### src/rtl/sort_stream_pkg.sv
// Shared types and helpers for the sort_stream frame sorter.
// Holds the controller state encoding and the index-width helper.
package sort_stream_pkg;

  typedef enum logic [1:0] {
    LOAD  = 2'd0,
    SORT  = 2'd1,
    DRAIN = 2'd2
  } state_e;

  // Smallest r with 2**r >= n; used to size frame indices and pass counters.
  function automatic int clog2(input int n);
    int r;
    r = 0;
    while ((1 << r) < n) r++;
    return r;
  endfunction

endpackage

### src/rtl/sort_stream_cmp_swap.sv
// Compare-exchange cell: lo takes the word that belongs at the lower index.
// Equal words never swap, which keeps the network order-preserving for ties.
module cmp_swap #(
  parameter int WIDTH  = 32,
  parameter bit SIGNED = 1'b0
) (
  input  logic [WIDTH-1:0] a,
  input  logic [WIDTH-1:0] b,
  input  logic             descend,
  output logic [WIDTH-1:0] lo,
  output logic [WIDTH-1:0] hi
);

  logic a_gt_b;
  logic a_lt_b;
  logic swap;

  if (SIGNED) begin : g_signed
    assign a_gt_b = $signed(a) > $signed(b);
    assign a_lt_b = $signed(a) < $signed(b);
  end else begin : g_unsigned
    assign a_gt_b = a > b;
    assign a_lt_b = a < b;
  end

  assign swap = descend ? a_lt_b : a_gt_b;
  assign lo   = swap ? b : a;
  assign hi   = swap ? a : b;

endmodule

### src/rtl/sort_stream.sv
// Frame sorter: loads DEPTH words, sorts them in place with an odd-even
// transposition network, then streams them out with a valid/ready handshake.
module sort_stream
  import sort_stream_pkg::*;
#(
  parameter int WIDTH  = 32,
  parameter int DEPTH  = 8,
  parameter bit SIGNED = 1'b0
) (
  input  logic             clk,
  input  logic             rst,
  input  logic             descend,
  input  logic             in_valid,
  input  logic [WIDTH-1:0] in_data,
  output logic             in_ready,
  output logic             out_valid,
  output logic [WIDTH-1:0] out_data,
  output logic             out_last,
  input  logic             out_ready,
  output logic             busy
);

  localparam int IDX_W  = clog2(DEPTH);
  localparam int PASS_W = clog2(DEPTH + 1);
  localparam int NCS    = DEPTH / 2;

  state_e            state_q, state_d;
  logic [IDX_W-1:0]  wr_idx_q, wr_idx_d;
  logic [IDX_W-1:0]  rd_idx_q, rd_idx_d;
  logic [PASS_W-1:0] pass_q, pass_d;
  logic              desc_q, desc_d;
  logic              wr_en;
  logic              sort_en;

  logic [WIDTH-1:0] mem_q  [DEPTH];
  logic [WIDTH-1:0] sorted [DEPTH];
  logic [WIDTH-1:0] cs_a   [NCS];
  logic [WIDTH-1:0] cs_b   [NCS];
  logic [WIDTH-1:0] cs_lo  [NCS];
  logic [WIDTH-1:0] cs_hi  [NCS];

  // Odd passes shift the pairing by one; the last cell has no partner then.
  for (genvar k = 0; k < NCS; k++) begin : g_cs
    if (k < NCS - 1) begin : g_mid
      assign cs_a[k] = pass_q[0] ? mem_q[2*k+1] : mem_q[2*k];
      assign cs_b[k] = pass_q[0] ? mem_q[2*k+2] : mem_q[2*k+1];
    end else begin : g_end
      assign cs_a[k] = mem_q[2*k];
      assign cs_b[k] = mem_q[2*k+1];
    end

    cmp_swap #(
      .WIDTH  (WIDTH),
      .SIGNED (SIGNED)
    ) u_cmp_swap (
      .a       (cs_a[k]),
      .b       (cs_b[k]),
      .descend (desc_q),
      .lo      (cs_lo[k]),
      .hi      (cs_hi[k])
    );
  end

  always_comb begin
    sorted = mem_q;
    if (!pass_q[0]) begin
      for (int k = 0; k < NCS; k++) begin
        sorted[2*k]   = cs_lo[k];
        sorted[2*k+1] = cs_hi[k];
      end
    end else begin
      for (int k = 0; k < NCS - 1; k++) begin
        sorted[2*k+1] = cs_lo[k];
        sorted[2*k+2] = cs_hi[k];
      end
    end
  end

  always_comb begin
    // NOTE: every signal written here gets a default first, so no path can infer a latch.
    state_d   = state_q;
    wr_idx_d  = wr_idx_q;
    rd_idx_d  = rd_idx_q;
    pass_d    = pass_q;
    desc_d    = desc_q;
    wr_en     = 1'b0;
    sort_en   = 1'b0;
    in_ready  = (state_q == LOAD);
    out_valid = (state_q == DRAIN);
    out_last  = (state_q == DRAIN) && (rd_idx_q == IDX_W'(DEPTH - 1));
    busy      = (state_q == SORT) || (state_q == DRAIN);
    out_data  = mem_q[rd_idx_q];

    unique case (state_q)
      LOAD: begin
        if (in_valid) begin
          wr_en = 1'b1;
          if (wr_idx_q == '0) desc_d = descend;
          if (wr_idx_q == IDX_W'(DEPTH - 1)) begin
            state_d  = SORT;
            wr_idx_d = '0;
            pass_d   = '0;
          end else begin
            wr_idx_d = wr_idx_q + IDX_W'(1);
          end
        end
      end
      SORT: begin
        // Passes 0..DEPTH-1 exchange; the count of DEPTH is a settle cycle before draining.
        if (pass_q == PASS_W'(DEPTH)) begin
          state_d  = DRAIN;
          rd_idx_d = '0;
        end else begin
          sort_en = 1'b1;
          pass_d  = pass_q + PASS_W'(1);
        end
      end
      DRAIN: begin
        if (out_ready) begin
          if (rd_idx_q == IDX_W'(DEPTH - 1)) begin
            state_d  = LOAD;
            rd_idx_d = '0;
          end else begin
            rd_idx_d = rd_idx_q + IDX_W'(1);
          end
        end
      end
      default: state_d = LOAD;
    endcase
  end

  // NOTE: state registers use non-blocking assignments so every flop samples pre-edge values.
  always_ff @(posedge clk) begin
    if (rst) begin
      state_q  <= LOAD;
      wr_idx_q <= '0;
      rd_idx_q <= '0;
      pass_q   <= '0;
      desc_q   <= 1'b0;
    end else begin
      state_q  <= state_d;
      wr_idx_q <= wr_idx_d;
      rd_idx_q <= rd_idx_d;
      pass_q   <= pass_d;
      desc_q   <= desc_d;
    end
  end

  // NOTE: the frame buffer has no reset; out_valid gates it, and skipping reset keeps it plain RAM/flops.
  always_ff @(posedge clk) begin
    if (wr_en) begin
      mem_q[wr_idx_q] <= in_data;
    end else if (sort_en) begin
      mem_q <= sorted;
    end
  end

endmodule

### config.mk
export PLATFORM = sky130hd
export DESIGN_NAME = sort_stream
export DESIGN_NICKNAME = d
export VERILOG_FILES = /design/src/rtl/sort_stream_pkg.sv /design/src/rtl/sort_stream_cmp_swap.sv /design/src/rtl/sort_stream.sv
export SDC_FILE = /design/constraint.sdc
export NUM_CORES = 1
export LEC_CHECK = 0
export CAP_MARGIN = 30
export CORE_ASPECT_RATIO = 1.1
export CORE_MARGIN = 2
export CORE_UTILIZATION = 25
export CTS_BUF_LIST = sky130_fd_sc_hd__clkbuf_16
export CTS_CLUSTER_DIAMETER = 200
export CTS_CLUSTER_SIZE = 12
export DETAILED_ROUTE_END_ITERATION = 6
export PLACE_DENSITY = 0.48
export SYNTH_ARGS = -nofsm -noshare
export SYNTH_HDL_FRONTEND = slang
export SYNTH_SLANG_ARGS = --single-unit
### constraint.sdc
create_clock -name clk -period 5.7 [get_ports clk]
set_input_delay 0.57 -clock clk [delete_from_list [all_inputs] [get_ports clk]]
set_output_delay 0.57 -clock clk [all_outputs]
set_load 0.005 [all_outputs]
Word level (Yosys, flattened, before mapping)
Cells that the tools add are included.
Storage, ports and cells
  bits of input ports: 37
  bits in registers: 269
  output and inout port bits: 36
  word-level logic and storage cells: 107
Operators by class
  reductions and logical operators: 18
  muxes and demuxes: 48
  equality and inequality tests: 12
  bitwise gates (word level): 2
  order comparisons: 11
  add/subtract/negate cells: 3
Operators by type and width (count)
  two-way mux 32 bit: 19
  two-way mux 256 bit: 2
  bitwise mux 256 bit: 1
  two-way mux 192 bit: 1
  greater-than comparator 32 bit: 4
  < comparator 32 bit: 4
  binary-select mux 32 bit (select 3 bit): 1
  demux 32 bit (select 3 bit): 1
  two-way mux 3 bit: 4
  two-way mux 4 bit: 3
  two-way mux 2 bit: 5
  inequality test 2 x 1 -> 1 bit (second input constant): 5
  AND reduction 3 bit: 3
  greater-or-equal comparator 4 bit (second input constant): 2
  two-way mux 1 bit: 8
  inverter 3 -> 4 bit: 2
  case mux 4 bit (2 select lines): 1
  nonzero test 2 bit: 4
  adder 3 x 1 -> 3 bit (second input constant): 2
  equality test 3 bit (second input constant): 2
  case mux 2 bit (3 select lines): 1
  case mux 3 bit (2 select lines): 1
  AND reduction 2 bit: 3
  AND reduction 5 bit: 1
  other kinds (12): 14

Logic depth before layout (Yosys ltp)
  word-level depth: 7
  gate-level depth with buffers: 18
  depth with buffers taken out: 13

Hierarchy
A second synthesis with hierarchy kept.
Unflattened totals
  cells, all modules: 2095
  area total of the unflattened synthesis: 24035.6 µm²
Modules (own cells, without submodules)
  sort_stream: seq. area each 7947.6 µm², instances 1, cells each 1351, area an instance 17519.3 µm²
  cmp_swap: seq. area each 0.0 µm², instances 4, cells each 186, area an instance 1629.1 µm²

Least setup slack after synthesis
No wires, ideal clock.
  kind: reg2reg
  start point: reg mem_q (netlist bit cs_a[9])
  end point: reg mem_q (netlist bit cs_a[0]) (enable)
  path slack: 1044 ps
  clock period less this slack: 4656 ps
  arrival: 4195 ps
  required time: 5239 ps
  stages on the path, launching flop included: 10
  cell sequence: edfxtp_1 ha_1 a21o_1 a21o_1 a21o_1 a211oi_1 o21ai_0 a211oi_1 nor2_1 nor3_1
Between the ends
  word-level cells in the longest chain between the ends: 4
  elaborated cells on any way between the ends: 5
  those cells by class: order compare: 2; mux: 1; reduce/logical: 2
RTL lines
  start: declaration: line sort_stream.sv:35  | logic [WIDTH-1:0] mem_q [DEPTH];
  start signal: indexed assignment: line sort_stream.sv:152  | mem_q[wr_idx_q] <= in_data;
  start signal: assignment: line sort_stream.sv:154  | mem_q <= sorted;
  greater-than comparator 32 bit or < comparator 32 bit (tied branches): line sort_stream_cmp_swap.sv:22, sort_stream_cmp_swap.sv:23
  two-way mux 1 bit (*): line sort_stream_cmp_swap.sv:26  | assign swap = descend ? a_lt_b : a_gt_b;
  nonzero test 3 bit (no source line) (*)
  AND reduction 2 bit (no source line) (*)
Mark *: on every way between the ends. The rest lies on a longest branch, timed or not.
A chain may end at the register's enable or synchronous reset.

Worst setup path in the final report
  start point: reg pass_q[0]
  end point: reg mem_q[126] (netlist name) (data pin)
Between the ends
  word-level cells in the longest chain between the ends: 7
  elaborated cells on any way between the ends: 15
  those cells by class: order compare: 4; mux: 11
RTL lines
  start: declaration: line sort_stream.sv:30  | logic [PASS_W-1:0] pass_q, pass_d;
  start signal: assignment: line sort_stream.sv:144  | pass_q <= pass_d;
  two-way mux 32 bit (on tied branches): line sort_stream.sv:45, sort_stream.sv:46
  greater-than comparator 32 bit or < comparator 32 bit (tied branches): line sort_stream_cmp_swap.sv:22, sort_stream_cmp_swap.sv:23
  two-way mux 1 bit: line sort_stream_cmp_swap.sv:26
  two-way mux 32 bit (on tied branches): line sort_stream_cmp_swap.sv:27, sort_stream_cmp_swap.sv:28
  two-way mux 192 bit (*): line sort_stream.sv:66  | if (!pass_q[0]) begin
  two-way mux 256 bit (*): line sort_stream.sv:153  | end else if (sort_en) begin
  two-way mux 256 bit (*): line sort_stream.sv:151  | if (wr_en) begin
Mark *: on every way between the ends. The rest lies on a longest branch, timed or not. The select of a mux whose other input is x is not followed.

==> flow_metrics.tcl <==
set metrics [dict create \
    outcome "finished clean" \
    period_needed_ns 5.16 \
    rr_worst_depth 11 \
    io_buffers 72 \
    async_reset_ff_frac 0 \
    syn_area_sq_um 22300 \
    ys_seq_elements 269 \
    wl_microns 83900 \
    synth_edf_count 256 \
    rsz0062_at_grt "no" \
    cp.required_ns 6.07 \
    worstHoldStart "state_q[0]$_SDFFE_PP0P_" \
    cts_tree "yes" \
    maxSlewHeadroom 0.384 \
    vias_per_cell 5.44 \
    worst_slack_ns 0.541 \
    grt.overflow.total 0 \
    synth_cell_types 56 \
    finalCritPeriodShare 0.905 \
    pwr_density_cell_nw_per_um2 493 \
    ys_warn_count 0 \
    setup_violations 0 \
    clockRootBuffer "clkbuf_16" \
    cp.arrival_ns 5.53 \
    place_hpwl_microns 53500 \
    row_count 115 \
    grtUsageMet1 0.237 \
    drt_first_pass_iters 6 \
    drv_slew 0 \
    p_sw_frac 0.447 \
    peakVddDrop_mv 0.406 \
    fin_tns_setup_ns 0 \
    die_y_microns 318 \
    cts_inserted_buffers 26 \
    via_count 19300 \
    fmax_mhz 194 \
    initial_core_util 0.251 \
    wl_per_cell_microns 23.6 \
    yosys_most_used_dff "edfxtp_1" \
    die_area_sq_um 91800 \
    tightest_slew_ns 0.915 \
    drive_above_1_share 0.102 \
    hold_viol_final 0 \
    cts_max_level 1 \
    busiest_layer "met2" \
    p_int_uw 6880 \
    maxCapViolCount 0 \
    whs_path_depth 2 \
    detailedPlace.worstSlack_ns 0.584 \
    ant_nets 0 \
    grt_pass1_wl_microns 124000 \
    grtUsageMet2 0.295 \
    pwr-share-seq 0.275 \
    path_clk_slew_ns 0.07 \
    gp_congestion 0.836 \
    ys_seq_area_frac 0.356 \
    min_path_type "reg -> reg" \
    use_met3 0.0220 \
    crit_path_max_fanout 50 \
    fin_skew_ns 0.0309 \
    cts_resized 0 \
    antenna_found_initial 1 \
    critPathLaunchType "register" \
    clock_latency_ns 0.59 \
    syn-num-nets 2579 \
    num_io_pins 73 \
    r2r-start "pass_q[0]$_SDFFE_PP0P_" \
    hold-path-endpoint "state_q[0]$_SDFFE_PP0P_" \
    ff2ff_setup_slack_ns 0.54 \
    antenna-diode-count 0 \
    cts_max_path_buffers 3 \
    drtIter0Drc 1997 \
    grt_max_degree 88 \
    hold_buffers 0 \
    p_clk_frac 0.137 \
    track_usage 0.178 \
    clock-sinks 269 \
    core_area_sq_um 88900 \
    fin_util 0.284 \
    area_growth_pct 12.9 \
    p_comb_frac 0.588 \
    die_w_microns 289 \
    critPathKind "reg -> reg" \
    static-leakage-power_uw 0.00993 \
    p_switching_uw 5560 \
    r2r-end "mem_q[126]$_DFFE_PP_" \
    end_kind "register" \
    avgSynthCellArea_sq_um 9.29 \
    grt_pass1_vias 18700 \
    layout.nets 2539 \
    syn_inst 2404 \
    postCtsSetupBuffers 0 \
    route.detailed.drc 0 \
]
-- final cells by class --
cell class	instances	area, sq um
fill	9406	63700
multi-input combinational	1768	13100
sequential	269	7960
tap	1170	1460
timing repair buffer	127	1310
clock buffer	27	676
inverter	172	648
clock inverter	21	83.8
-- per-layer routing --
layer  part of all wire  vias up
met5            0.00012        -
met1               0.42     9541
met3              0.070      142
met2               0.47      874
li1                   -     8783
met4              0.033        2
-- cells in the mapped netlist (23+ instances only) --
library cell / n / area, sq um
a211oi_1: 37 / 278
a21boi_0: 32 / 240
a21oi_1: 125 / 626
a221o_1: 32 / 320
a22o_1: 61 / 534
a22oi_1: 33 / 248
buf_1: 45 / 169
buf_2: 23 / 115
clkbuf_1: 113 / 424
edfxtp_1: 256 / 7690
ha_1: 138 / 1730
inv_1: 172 / 646
mux2_2: 63 / 709
mux2i_1: 225 / 2250
mux4_2: 64 / 1440
nand2_1: 457 / 1720
nand4_1: 31 / 194
nor2_1: 57 / 214
nor2b_1: 34 / 213
o21ai_0: 235 / 1180
o221ai_1: 33 / 289
-- cell families (layout without fill, tap and decap cells) --
group	count (synthesis)	count (layout)	share of synthesized area
compound gates	640	640	0.184
simple gates	633	633	0.119
buf+inv	367	347	0.0652
mux	354	354	0.198
flops	269	269	0.356
fa+ha+maj	138	138	0.0773
xor+xnor	3	3	0.00118
-- state kept, by name (all words and copies together) (netlist names) --
signal / cells
rd_idx_q: 3
pass_q: 4
cs_b: 32
mem_q: 192
desc_q: 1
state_q: 2
wr_idx_q: 3
cs_a: 32
-- cells in the final DEF (no fill, tap or decap), drive strengths merged, types with 33 or more instances in the layout --
cell,synthesis,routed
nand2,457,457
edfxtp,256,256
o21ai,242,242
mux2i,225,225
inv,172,193
ha,138,138
a21oi,125,125
clkdlybuf4s50,0,72
mux2,65,65
mux4,64,64
a22o,61,61
nor2,57,57
buf,81,55
a211oi,37,37
nor2b,34,34
a22oi,33,33
o221ai,33,33
-- worst max-delay path, cell delays in order (launching register included) --
cell and delay, ns:
dfxtp_4 0.45, inv_4 0.32, buf_4 0.55, a21boi_0 0.32, ha_1 0.40, nand4_1 0.21
nor4_1 0.85, a21oi_1 0.25, mux2i_4 0.60, buf_12 0.34, mux2_2 0.37, o221ai_1 0.17
-- metrics by stage --
| step | hold slack [ns] | instances | total power [uW] | area [sq um] |
|---|---|---|---|---|
| after CTS | 0.484 | 3554 | 12400 | 25200 |
| after global routing | 0.532 | 3554 | 13200 | 25200 |
| after detailed placement | 0.477 | 3506 | 10700 | 24500 |
| after floorplan | 0.454 | 2404 | 8230 | 22300 |
| after global placement | 0.466 | 3502 | 10600 | 24400 |
| final | 0.488 | 3554 | 12400 | 25200 |
-- worst max path at each step --
stage | start | endpoint | slack, ns | depth (start not counted)
final | pass_q[0]$_SDFFE_PP0P_ | mem_q[126]$_DFFE_PP_ | 0.54 | 11
after global routing | pass_q[0]$_SDFFE_PP0P_ | mem_q[126]$_DFFE_PP_ | 0.36 | 11
after detailed placement | pass_q[0]$_SDFFE_PP0P_ | mem_q[117]$_DFFE_PP_ | 0.58 | 11
after global placement | pass_q[0]$_SDFFE_PP0P_ | mem_q[117]$_DFFE_PP_ | 0.65 | 11
after floorplan | cs_a[9]$_DFFE_PP_ | cs_a[0]$_DFFE_PP_ | 1.04 | 9
after CTS | pass_q[0]$_SDFFE_PP0P_ | mem_q[126]$_DFFE_PP_ | 0.54 | 11
-- power groups by stage --
stage / Sequential, uW / Combinational (uW) / Clock [uW]
2_1_floorplan: 3300 / 4920 / 0
3_3_place_gp: 3430 / 7140 / 0
3_5_place_dp: 3450 / 7270 / 0
4_1_cts: 3410 / 7300 / 1740
5_1_grt: 3480 / 7950 / 1800
6_report: 3420 / 7310 / 1710
(Power assumes the default switching activity.)
